<file path="config.mk">
export PLATFORM = sky130hd
export DESIGN_NAME = block_emitter
export DESIGN_NICKNAME = d
export VERILOG_FILES = /design/src/rtl/block_emitter.sv
export SDC_FILE = /design/constraint.sdc
export NUM_CORES = 1
export LEC_CHECK = 0
export ABC_CLOCK_PERIOD_IN_PS = 2640
export BUFFER_PORTS_ARGS = -buffer_cell sky130_fd_sc_hd__buf_4
export CORE_MARGIN = 8
export CORE_UTILIZATION = 50
export CTS_CLUSTER_SIZE = 25
export DETAILED_ROUTE_END_ITERATION = 16
export PLACE_DENSITY = 0.7
export SLEW_MARGIN = 20
export SYNTH_ARGS = -nofsm -noshare
export SYNTH_HDL_FRONTEND = slang
export SYNTH_SLANG_ARGS = --single-unit
</file>
<file path="constraint.sdc">
create_clock -name clk -period 2.64 [get_ports clk]
set_input_delay 0 -clock clk [delete_from_list [all_inputs] [get_ports clk]]
set_output_delay 0 -clock clk [all_outputs]
set_load 0.1 [all_outputs]
</file>
<file path="src/rtl/block_emitter.sv">
// Command-driven keyword emitter: serialises BEGIN/END/WORD/FLUSH as "begin ", "end ", "x "
// one byte per transfer while tracking nesting depth. Define BLOCK_EMITTER_UPPER_EN for uppercase keywords.
module block_emitter #(
    parameter int DEPTH_W = 16
) (
    input  logic               clk,
    input  logic               reset,
    input  logic               cmd_valid,
    input  logic [1:0]         cmd,
    output logic               cmd_ready,
    output logic [7:0]         char_out,
    output logic               char_valid,
    input  logic               char_ready,
    output logic [DEPTH_W-1:0] depth,
    output logic               balanced,
    output logic               err,
    output logic [1:0]         dbg_state
);

    // Handshakes: a command moves on cmd_valid && cmd_ready, a byte moves on
    // char_valid && char_ready; a stalled byte holds char_out/char_valid stable.

    typedef enum logic [1:0] {
        S_IDLE  = 2'd0,
        S_EMIT  = 2'd1,
        S_FLUSH = 2'd2
    } state_t;

    typedef enum logic [1:0] {
        KW_BEGIN = 2'd0,
        KW_END   = 2'd1,
        KW_WORD  = 2'd2
    } kw_t;

    localparam logic [1:0] CMD_BEGIN = 2'd0;
    localparam logic [1:0] CMD_END   = 2'd1;
    localparam logic [1:0] CMD_WORD  = 2'd2;
    localparam logic [1:0] CMD_FLUSH = 2'd3;

`ifdef BLOCK_EMITTER_UPPER_EN
    localparam logic [7:0] CASE_BIT = 8'h00;
`else
    localparam logic [7:0] CASE_BIT = 8'h20;
`endif

    localparam logic [7:0] CH_B  = 8'h42 | CASE_BIT;
    localparam logic [7:0] CH_E  = 8'h45 | CASE_BIT;
    localparam logic [7:0] CH_G  = 8'h47 | CASE_BIT;
    localparam logic [7:0] CH_I  = 8'h49 | CASE_BIT;
    localparam logic [7:0] CH_N  = 8'h4E | CASE_BIT;
    localparam logic [7:0] CH_D  = 8'h44 | CASE_BIT;
    localparam logic [7:0] CH_X  = 8'h58 | CASE_BIT;
    localparam logic [7:0] CH_SP = 8'h20;

    localparam logic [DEPTH_W-1:0] DEPTH_ONE = {{(DEPTH_W-1){1'b0}}, 1'b1};

    state_t             r_state;
    kw_t                r_kw;
    logic [2:0]         r_idx;
    logic [DEPTH_W-1:0] r_depth;
    logic               r_balanced;
    logic               r_err;

    state_t             w_state_nxt;
    kw_t                w_kw_nxt;
    logic [2:0]         w_idx_nxt;
    logic [DEPTH_W-1:0] w_depth_nxt;
    logic               w_err_nxt;
    logic [2:0]         w_last_idx;

    function automatic logic [7:0] kw_byte(input kw_t kw, input logic [2:0] idx);
        logic [7:0] b;
        b = CH_SP;
        case (kw)
            KW_BEGIN: begin
                case (idx)
                    3'd0:    b = CH_B;
                    3'd1:    b = CH_E;
                    3'd2:    b = CH_G;
                    3'd3:    b = CH_I;
                    3'd4:    b = CH_N;
                    default: b = CH_SP;
                endcase
            end
            KW_END: begin
                case (idx)
                    3'd0:    b = CH_E;
                    3'd1:    b = CH_N;
                    3'd2:    b = CH_D;
                    default: b = CH_SP;
                endcase
            end
            KW_WORD: begin
                b = (idx == 3'd0) ? CH_X : CH_SP;
            end
            default: b = CH_SP;
        endcase
        return b;
    endfunction

    always_comb begin
        case (r_kw)
            KW_BEGIN: w_last_idx = 3'd5;
            KW_END:   w_last_idx = 3'd3;
            default:  w_last_idx = 3'd1;
        endcase
    end

    always_comb begin
        w_state_nxt = r_state;
        w_kw_nxt    = r_kw;
        w_idx_nxt   = r_idx;
        w_depth_nxt = r_depth;
        w_err_nxt   = r_err;

        case (r_state)
            S_IDLE: begin
                if (cmd_valid) begin
                    w_idx_nxt = 3'd0;
                    case (cmd)
                        CMD_BEGIN: begin
                            if (&r_depth) begin
                                w_err_nxt = 1'b1;
                            end else begin
                                w_depth_nxt = r_depth + DEPTH_ONE;
                                w_kw_nxt    = KW_BEGIN;
                                w_state_nxt = S_EMIT;
                            end
                        end
                        CMD_END: begin
                            if (r_depth == '0) begin
                                w_err_nxt = 1'b1;
                            end else begin
                                w_depth_nxt = r_depth - DEPTH_ONE;
                                w_kw_nxt    = KW_END;
                                w_state_nxt = S_EMIT;
                            end
                        end
                        CMD_WORD: begin
                            w_kw_nxt    = KW_WORD;
                            w_state_nxt = S_EMIT;
                        end
                        CMD_FLUSH: begin
                            if (r_depth != '0) begin
                                w_kw_nxt    = KW_END;
                                w_state_nxt = S_FLUSH;
                            end
                        end
                        default: ;
                    endcase
                end
            end
            S_EMIT: begin
                if (char_ready) begin
                    if (r_idx == w_last_idx) begin
                        w_idx_nxt   = 3'd0;
                        w_state_nxt = S_IDLE;
                    end else begin
                        w_idx_nxt = r_idx + 3'd1;
                    end
                end
            end
            S_FLUSH: begin
                // Each completed "end " closes one block; the last one returns to IDLE.
                if (char_ready) begin
                    if (r_idx == 3'd3) begin
                        w_idx_nxt   = 3'd0;
                        w_depth_nxt = r_depth - DEPTH_ONE;
                        if (r_depth == DEPTH_ONE) begin
                            w_state_nxt = S_IDLE;
                        end
                    end else begin
                        w_idx_nxt = r_idx + 3'd1;
                    end
                end
            end
            default: begin
                w_state_nxt = S_IDLE;
                w_idx_nxt   = 3'd0;
            end
        endcase
    end

    always_ff @(posedge clk) begin
        if (reset) begin
            r_state    <= S_IDLE;
            r_kw       <= KW_BEGIN;
            r_idx      <= 3'd0;
            r_depth    <= '0;
            r_balanced <= 1'b1;
            r_err      <= 1'b0;
        end else begin
            r_state    <= w_state_nxt;
            r_kw       <= w_kw_nxt;
            r_idx      <= w_idx_nxt;
            r_depth    <= w_depth_nxt;
            r_balanced <= (w_depth_nxt == '0);
            r_err      <= w_err_nxt;
        end
    end

    always_comb begin
        cmd_ready  = (r_state == S_IDLE);
        char_valid = (r_state != S_IDLE);
        char_out   = char_valid ? kw_byte(r_kw, r_idx) : 8'h00;
        depth      = r_depth;
        balanced   = r_balanced;
        err        = r_err;
        dbg_state  = r_state;
    end

endmodule

</file>
After elaboration in Yosys (flattened, before gate mapping):

Index checks and enable logic that the tools add are counted.

* equal/unequal tests: 27
* mux-type cells: 36
* add/sub/neg operators: 3
* reduce and logical (&&, ||, !) cells: 14

Operators by type and width (number)
* $mux W16: 5
* $pmux W16 S2: 2
* $pmux W7 S5: 1
* $logic_not A16 Y1: 2
* $pmux W8 S3: 1
* $mux W2: 11
* $ne A2 B2 Y1 const B: 11
* $pmux W7 S3: 1
* $add A16 B1 Y16 const B: 1
* $eq A16 B1 Y1 const B: 1
* $pmux W2 S4: 2
* $reduce_and A16 Y1: 1
* $reduce_bool A16 Y1: 1
* $sub A16 B1 Y16 const B: 1
* $mux W3: 5
* $reduce_and A5 Y1: 2
* $ne A3 B3 Y1 const B: 3
* $pmux W3 S3: 1
* $reduce_and A9 Y1: 1
* $eq A2 B2 Y1 const B: 4
* $mux W8: 1
* $mux W7: 1
* $eq A2 B1 Y1 const B: 3
* $eq A3 B2 Y1 const B: 2
* other kinds (12): 16

* output and inout port bits: 30
* word-level logic and storage cells: 86
* bits in registers: 25
* input port bits: 6

Depth between registers and ports, before layout:

Gate-level depths: netlist of the first run.

* depth in word-level cells: 6
* mapped depth: 12
* gate-level depth less buffers: 10

Worst setup path after synthesis of the first run:

Ideal clock, no wire load.

* path kind: register to output
* from: register r_state[0], in the netlist dbg_state[0]
* to: output port char_out[4]
* arrival time: 5.202 ns
* setup slack: -2.562 ns
* buffers on the path: 2
* stages on the path, launching flop included: 6
* cell sequence: dfxtp_1 inv_1 ha_1 clkbuf_1 buf_1 nor4_1

* longest elaborated chain between the ends: 2

RTL lines
* start, declared: RTL line 57 `state_t r_state;`
* start signal, assigned: RTL line 193 `r_state <= w_state_nxt;`
* $reduce_bool A2 Y1: RTL line 204 `char_valid = (r_state != S_IDLE);`
* $mux W8: RTL line 205 `char_out = char_valid ? kw_byte(r_kw, r_idx) : 8'h00;`
* end, declared: RTL line 11 `output logic [7:0] char_out,`

No other way between the ends.

Worst setup path after layout of the first run:

* from: register r_depth[0], in the netlist depth[0]
* to: register r_balanced, in the netlist balanced

* longest elaborated chain between the ends: 6
* elaborated cells on any way between the ends: 12
* those cells by class: add/sub: 2; mux: 7; reduce/logical: 3

RTL lines
* start, declared: RTL line 60 `logic [DEPTH_W-1:0] r_depth;`
* start signal, assigned: RTL line 196 `r_depth <= w_depth_nxt;`
* $sub A16 B1 Y16 (tied with other cells): RTL line 134, 168
* $mux W16 (on tied branches): RTL line 131, 122
* $pmux W16 S2: RTL line 120 `case (cmd)`
* $mux W16: RTL line 118 `if (cmd_valid) begin`
* $pmux W16 S2 *: RTL line 116 `case (r_state)`
* $logic_not A16 Y1 *: RTL line 197 `r_balanced <= (w_depth_nxt == '0);`
* end signal, assigned: RTL line 197
* end, declared: RTL line 61 `logic r_balanced;`

Every way passes the cells marked *; elsewhere a longest branch is shown, timed or not.
A chain may end at the register's enable or synchronous reset.

==> flow_summary.json, run 1 <==
{
  "run_status": "complete, no violations",
  "dr.pass1.iters": 5,
  "holdBufCountCts": 0,
  "syn_area_mm2": 0.00289,
  "drt_iter0_drc": 487,
  "clk_pin_slew_ps": 100,
  "vias": 3532,
  "hp-start": "cmd[1]",
  "critPathLaunchType": "flop",
  "fillerInstances": 500,
  "r2r-start": "depth[0]",
  "worst_slack_ps": 95.2,
  "final_cell_mix": "buf_4, nor2_1, a21oi_1, nand2_1, o21ai_0",
  "cts_tree": "yes",
  "critPathMaxFanout": 7,
  "viasPerCell": 6.49,
  "ant_nets": 0,
  "period_share": 0.964,
  "critical_path.slowest_cell": "or3b_4",
  "holdWs_ps": 70.1,
  "cts.sinks": 25,
  "crit_chain": "inv_2, ha_2, or3b_4, nor4_4, o21bai_1, a22o_1, a21oi_1, nand3_1, nor3_2, a41o_1",
  "ctsLongestPathBuffers": 2,
  "fin_skew_ps": 9.70,
  "fin_total_pwr_w": 0.00550,
  "syn-num-nets": 427,
  "max-vdd-ir-drop_v": 0.00128,
  "cellLeakagePower_nw": 1.49,
  "async_flop_share": 0,
  "slew_headroom": 0.533,
  "synth_ff_type": "dfxtp_1",
  "finish.instance_area_mm2": 0.00377,
  "netlist.area_leader.share": 0.173,
  "core_area_mm2": 0.00554,
  "startpoint": "depth[0]",
  "min_path_type": "in2reg",
  "yosysTopAreaCell": "dfxtp_1",
  "antenna_found_initial": 0,
  "final_nets": 492,
  "arrival_ps": 2780,
  "crit_path_end_kind": "flop",
  "grt_start_max_net_pins": 26,
  "ys_warn_count": 0,
  "yosys-top-cells-area": "dfxtp_1, nor2_1, ha_1",
  "grt_pass1_wl_mm": 17.7,
  "hpwl_mm": 8.31,
  "antenna_cells": 0,
  "rows": 27,
  "avgSynthCellArea_um2": 7.08,
  "max_clock_freq_mhz": 393,
  "crit_type": "reg2reg",
  "hold_viol_final": 0,
  "worst_pin_slew_ps": 693,
  "die_y_um": 92.0,
  "grt_pass1_vias": 3284,
  "initial_core_util": 0.521,
  "period_minus_slack_ps": 2540,
  "cpPeakStageDelay_ps": 410,
  "htree_levels": 1,
  "synth_cells": 408,
  "crit_family": "simple AND/OR/NAND/NOR gates",
  "place_area_mm2": 0.00359,
  "cts_buffers": 3,
  "finalMaxSlewViolations": 0,
  "rsz0062_at_grt": "false",
  "grt_usage": 0.256,
  "drt-total-wl_mm": 11.0,
  "regArea_um2": 547,
  "die_area_mm2": 0.00847,
  "dp_slack_ps": -36.5,
  "required_ps": 2870,
  "setup_violations": 0,
  "synth_seq_cells": 25,
  "multi_input_area_mm2": 0.00230,
  "final_common_cell": "buf_4",
  "yosysSeqAreaShare": 0.173,
  "io_pins": 36,
  "crit_buf_inv": 1,
  "wl_per_cell_um": 20.3,
  "drv_cap": 0,
  "synth-edff-count": 0,
  "reg2reg_slack_ps": 100,
  "root_buffer": "clkbuf_8",
  "insertion_delay_ps": 280,
  "route.detailed.drc": 0,
  "synth.distinct_cells": 80,
  "gp_congestion": 1.00,
  "drive_above_1_share": 0.354,
  "die_w_um": 92.0,
  "io_buffer_count": 34,
  "utilization": 0.681,
  "overflow": 0,
  "power.density_mw_per_mm2": 1460,
  "syn_to_final_growth_pct": 30.6
}
## routing by layer
| metal | global-route usage | up-vias | wire length (um) |
|---|---|---|---|
| met5 | 0 | - | 0 |
| met4 | 0.0993 | 0 | 436 |
| li1 | - | 1662 | - |
| met1 | 0.352 | 1572 | 4790 |
| met2 | 0.371 | 252 | 4520 |
| met3 | 0.0636 | 46 | 1280 |
## logic make-up after synthesis
logic type	count (synthesis)	share of synthesized area
other	1	0.00130
muxes	4	0.0152
buffers and inverters	50	0.0819
and+or+nand+nor	187	0.354
DFF	25	0.173
xor gates and xnor gates	5	0.0152
AOI/OAI and AO/OA	123	0.303
adders and majority gates	13	0.0563
## cell type report
type                       count  share of cell area
inverter                      15              0.0162
sequential                    25               0.145
multi-input combinational    333               0.611
clock buffer                   4              0.0119
timing repair buffer          95               0.192
tap                           72              0.0239
## final timing paths
path                  end  cells after the start
max              balanced                     10
min reg2reg           err                      2
max reg2reg      balanced                     10
min          dbg_state[1]                      3
## power breakdown
group | internal, W | switching (W) | total (W)
Clock | 0.000109 | 0.000141 | 0.000249
Combinational | 0.00154 | 0.00298 | 0.00452
Sequential | 0.000515 | 0.000214 | 0.000729
Total | 0.00216 | 0.00334 | 0.00550
## synth_stat cells (all sizes together) (3+ instances only)
cell type and count:
a211oi 5, a21oi 32, a311oi 5, a31oi 8
a41oi 6, and3 6, and4 4, buf 20
clkbuf 15, dfxtp 25, ha 13, inv 14
mux2i 4, nand2 28, nand2b 5, nand3 18
nand4 15, nor2 57, nor2b 3, nor3 24
nor3b 3, nor4 13, o21ai 26, o31a 6
or2 4, or3 3, xnor2 4
## what timing repair did
item,in CTS,in global routing
setup endpoints to repair,1,1
buffers inserted,0,6
gates resized for setup,2,18
pin swaps,1,9
## metrics by stage
stage / TNS, ps / cells
2_1_floorplan: 0 / 408
3_3_place_gp: -70.7 / 534
3_5_place_dp: -36.5 / 534
4_1_cts: 0 / 538
5_1_grt: 0 / 544
6_report: 0 / 544
## worst min-delay path: cells and delay by family
family	cells	cell delay [ps]
buffers and inverters	1	160
AND/OR/NAND/NOR	1	80
AO/OA/AOI/OAI	1	70
## state kept, by name, indices dropped and copies added, names as in the netlist
register and flops:
err 1, r_kw 2, depth 16, balanced 1, r_idx 3, dbg_state 2
Power figures use the tool's default switching activity.
==> inputs of run 2 (changes only) <==
- ABC_CLOCK_PERIOD_IN_PS: 2640 -> 2200
- BUFFER_PORTS_ARGS: -buffer_cell sky130_fd_sc_hd__buf_4 -> -buffer_cell sky130_fd_sc_hd__buf_2
- clock period: 2.64 -> 2.2 ns (I/O delays scaled with it)
==> run 2 against run 1 <==
Net effect:
- the flow now finishes with violations (negative setup slack)
- global-route usage up 3.8 points
- die area unchanged
- critical path depth up 2
- highest routed layer unchanged
- cell count up 15%
- critical endpoint unchanged
- via count up 17%
- combinational power up 54%
==> flow_summary.json, run 2 (synthesis gave the netlist of run 1 again) <==
{
  "max_clock_freq_mhz": 395,
  "setup_violations": 9,
  "period_minus_slack_ps": 2530,
  "final_cell_count_no_fill": 623,
  "clk_pin_slew_ps": 110,
  "required_ps": 2430,
  "vias": 4132,
  "dp_cells": 604,
  "antenna_found_initial": 0,
  "crit_path_end_kind": "flop",
  "arrival_ps": 2760,
  "holdWs_ps": 126,
  "ant_nets": 0,
  "dp_slack_ps": -446,
  "cellLeakagePower_nw": 1.95,
  "finalMaxSlewViolations": 0,
  "hold_viol_final": 0,
  "ctsLongestPathBuffers": 2,
  "worst_slack_ps": -329,
  "drt-total-wl_mm": 13.4,
  "cts.sinks": 25,
  "die_y_um": 92.0,
  "period_share": 1.15,
  "io_pins": 36,
  "gp_congestion": 1.06,
  "cpPeakStageDelay_ps": 410,
  "cts_tree": "yes",
  "final_common_cell": "buf_4",
  "syn_to_final_growth_pct": 61.5,
  "min_path_type": "in2reg",
  "grt_pass1_vias": 3818,
  "drt_iter0_drc": 555,
  "violations": "negative setup slack",
  "critPathLaunchType": "flop",
  "die_area_mm2": 0.00847,
  "grt_usage": 0.294,
  "dr.pass1.iters": 5,
  "insertion_delay_ps": 280,
  "worst_pin_slew_ps": 572,
  "cpMostUsedCell": "buf_4",
  "largest_reg_flops": 16,
  "utilization": 0.842,
  "root_buffer": "clkbuf_8",
  "io_buffer_count": 34,
  "final_cell_mix": "buf_4, nor2_1, buf_2, nand2_1, a21oi_1",
  "fin_skew_ps": 4.68,
  "drv_cap": 0,
  "hpwl_mm": 9.38,
  "slew_headroom": 0.619,
  "cts_buffers": 3,
  "antenna_cells": 0,
  "max-vdd-ir-drop_v": 0.00141,
  "rsz0062_at_grt": "true",
  "critical_path.slowest_cell": "dfxtp_4",
  "rows": 27,
  "die_w_um": 92.0,
  "crit_chain": "inv_6, ha_4, nor4b_4, and4_1, buf_4, mux2i_2, buf_4, a31oi_4, a311oi_2, nand2_1, nor3_2, a41o_1",
  "grt_start_max_net_pins": 26,
  "fillerInstances": 343,
  "core_area_mm2": 0.00554,
  "initial_core_util": 0.521,
  "critPathMaxFanout": 4,
  "final_nets": 571,
  "run_status": "finished, violations left",
  "route.detailed.drc": 0,
  "overflow": 0,
  "grt_pass1_wl_mm": 20.0,
  "drive_above_1_share": 0.526,
  "viasPerCell": 6.63,
  "wl_per_cell_um": 21.4,
  "power.density_mw_per_mm2": 1750,
  "crit_type": "reg2reg",
  "htree_levels": 1
}
==> run 2: area by class of cell <==
cell class                 instances  area [um2]  share of cell area
timing repair buffer             174        1280               0.274
tap                               72        90.1              0.0193
multi-input combinational        333        2610               0.559
clock inverter                     1        7.51             0.00161
sequential                        25         568               0.122
clock buffer                       3        41.3             0.00885
inverter                          15        73.8              0.0158
==> run 2: what timing repair did <==
item                       4_1_cts  5_1_grt
pin swaps                       16       13
hold buffers                     0        0
setup endpoints to repair       12       20
gates cloned                     0        0
setup buffers                    9        8
resized for setup               28       42
==> run 2: layer usage <==
layer  wire [um]  global-route usage  vias to the layer above
met5           0                   0                        -
met2        6020               0.479                      318
li1            -                   -                     1819
met4         873               0.150                        0
met3        1390              0.0497                      105
met1        5060               0.363                     1890
==> run 2: metrics by stage <==
stage / power, W / TNS [ps] / instance area, um2
2_1_floorplan: 0.00458 / -716 / 3130
3_3_place_gp: 0.00673 / -1020 / 4150
3_5_place_dp: 0.00680 / -1380 / 4150
4_1_cts: 0.00748 / -534 / 4410
5_1_grt: 0.00844 / -2520 / 4660
6_report: 0.00816 / -1280 / 4660
==> run 2: worst max-delay path: cells and delay by family (launching register included) <==
| kind | cells | cell delay (ps) |
|---|---|---|
| AO/OA/AOI/OAI | 3 | 660 |
| adder cells (fa/ha/maj) | 1 | 140 |
| buffers and inverters | 3 | 390 |
| flip-flops | 1 | 410 |
| multiplexers | 1 | 200 |
| AND/OR/NAND/NOR | 4 | 660 |
==> run 2: final timing paths <==
check | cells after the start | startpoint | endpoint | slack (ps)
worst max-delay path | 12 | depth[0] | balanced | -330
worst min-delay path | 3 | cmd[1] | dbg_state[1] | 130
worst min register to register | 2 | err | err | 500
worst max register to register | 12 | depth[0] | balanced | -330
==> run 2: power breakdown <==
| group | switching (W) | leakage (nW) | internal, W |
|---|---|---|---|
| Clock | 0.000186 | 0.0217 | 0.000129 |
| Combinational | 0.00424 | 1.71 | 0.00274 |
| Sequential | 0.000236 | 0.217 | 0.000633 |
| Total | 0.00466 | 1.95 | 0.00350 |
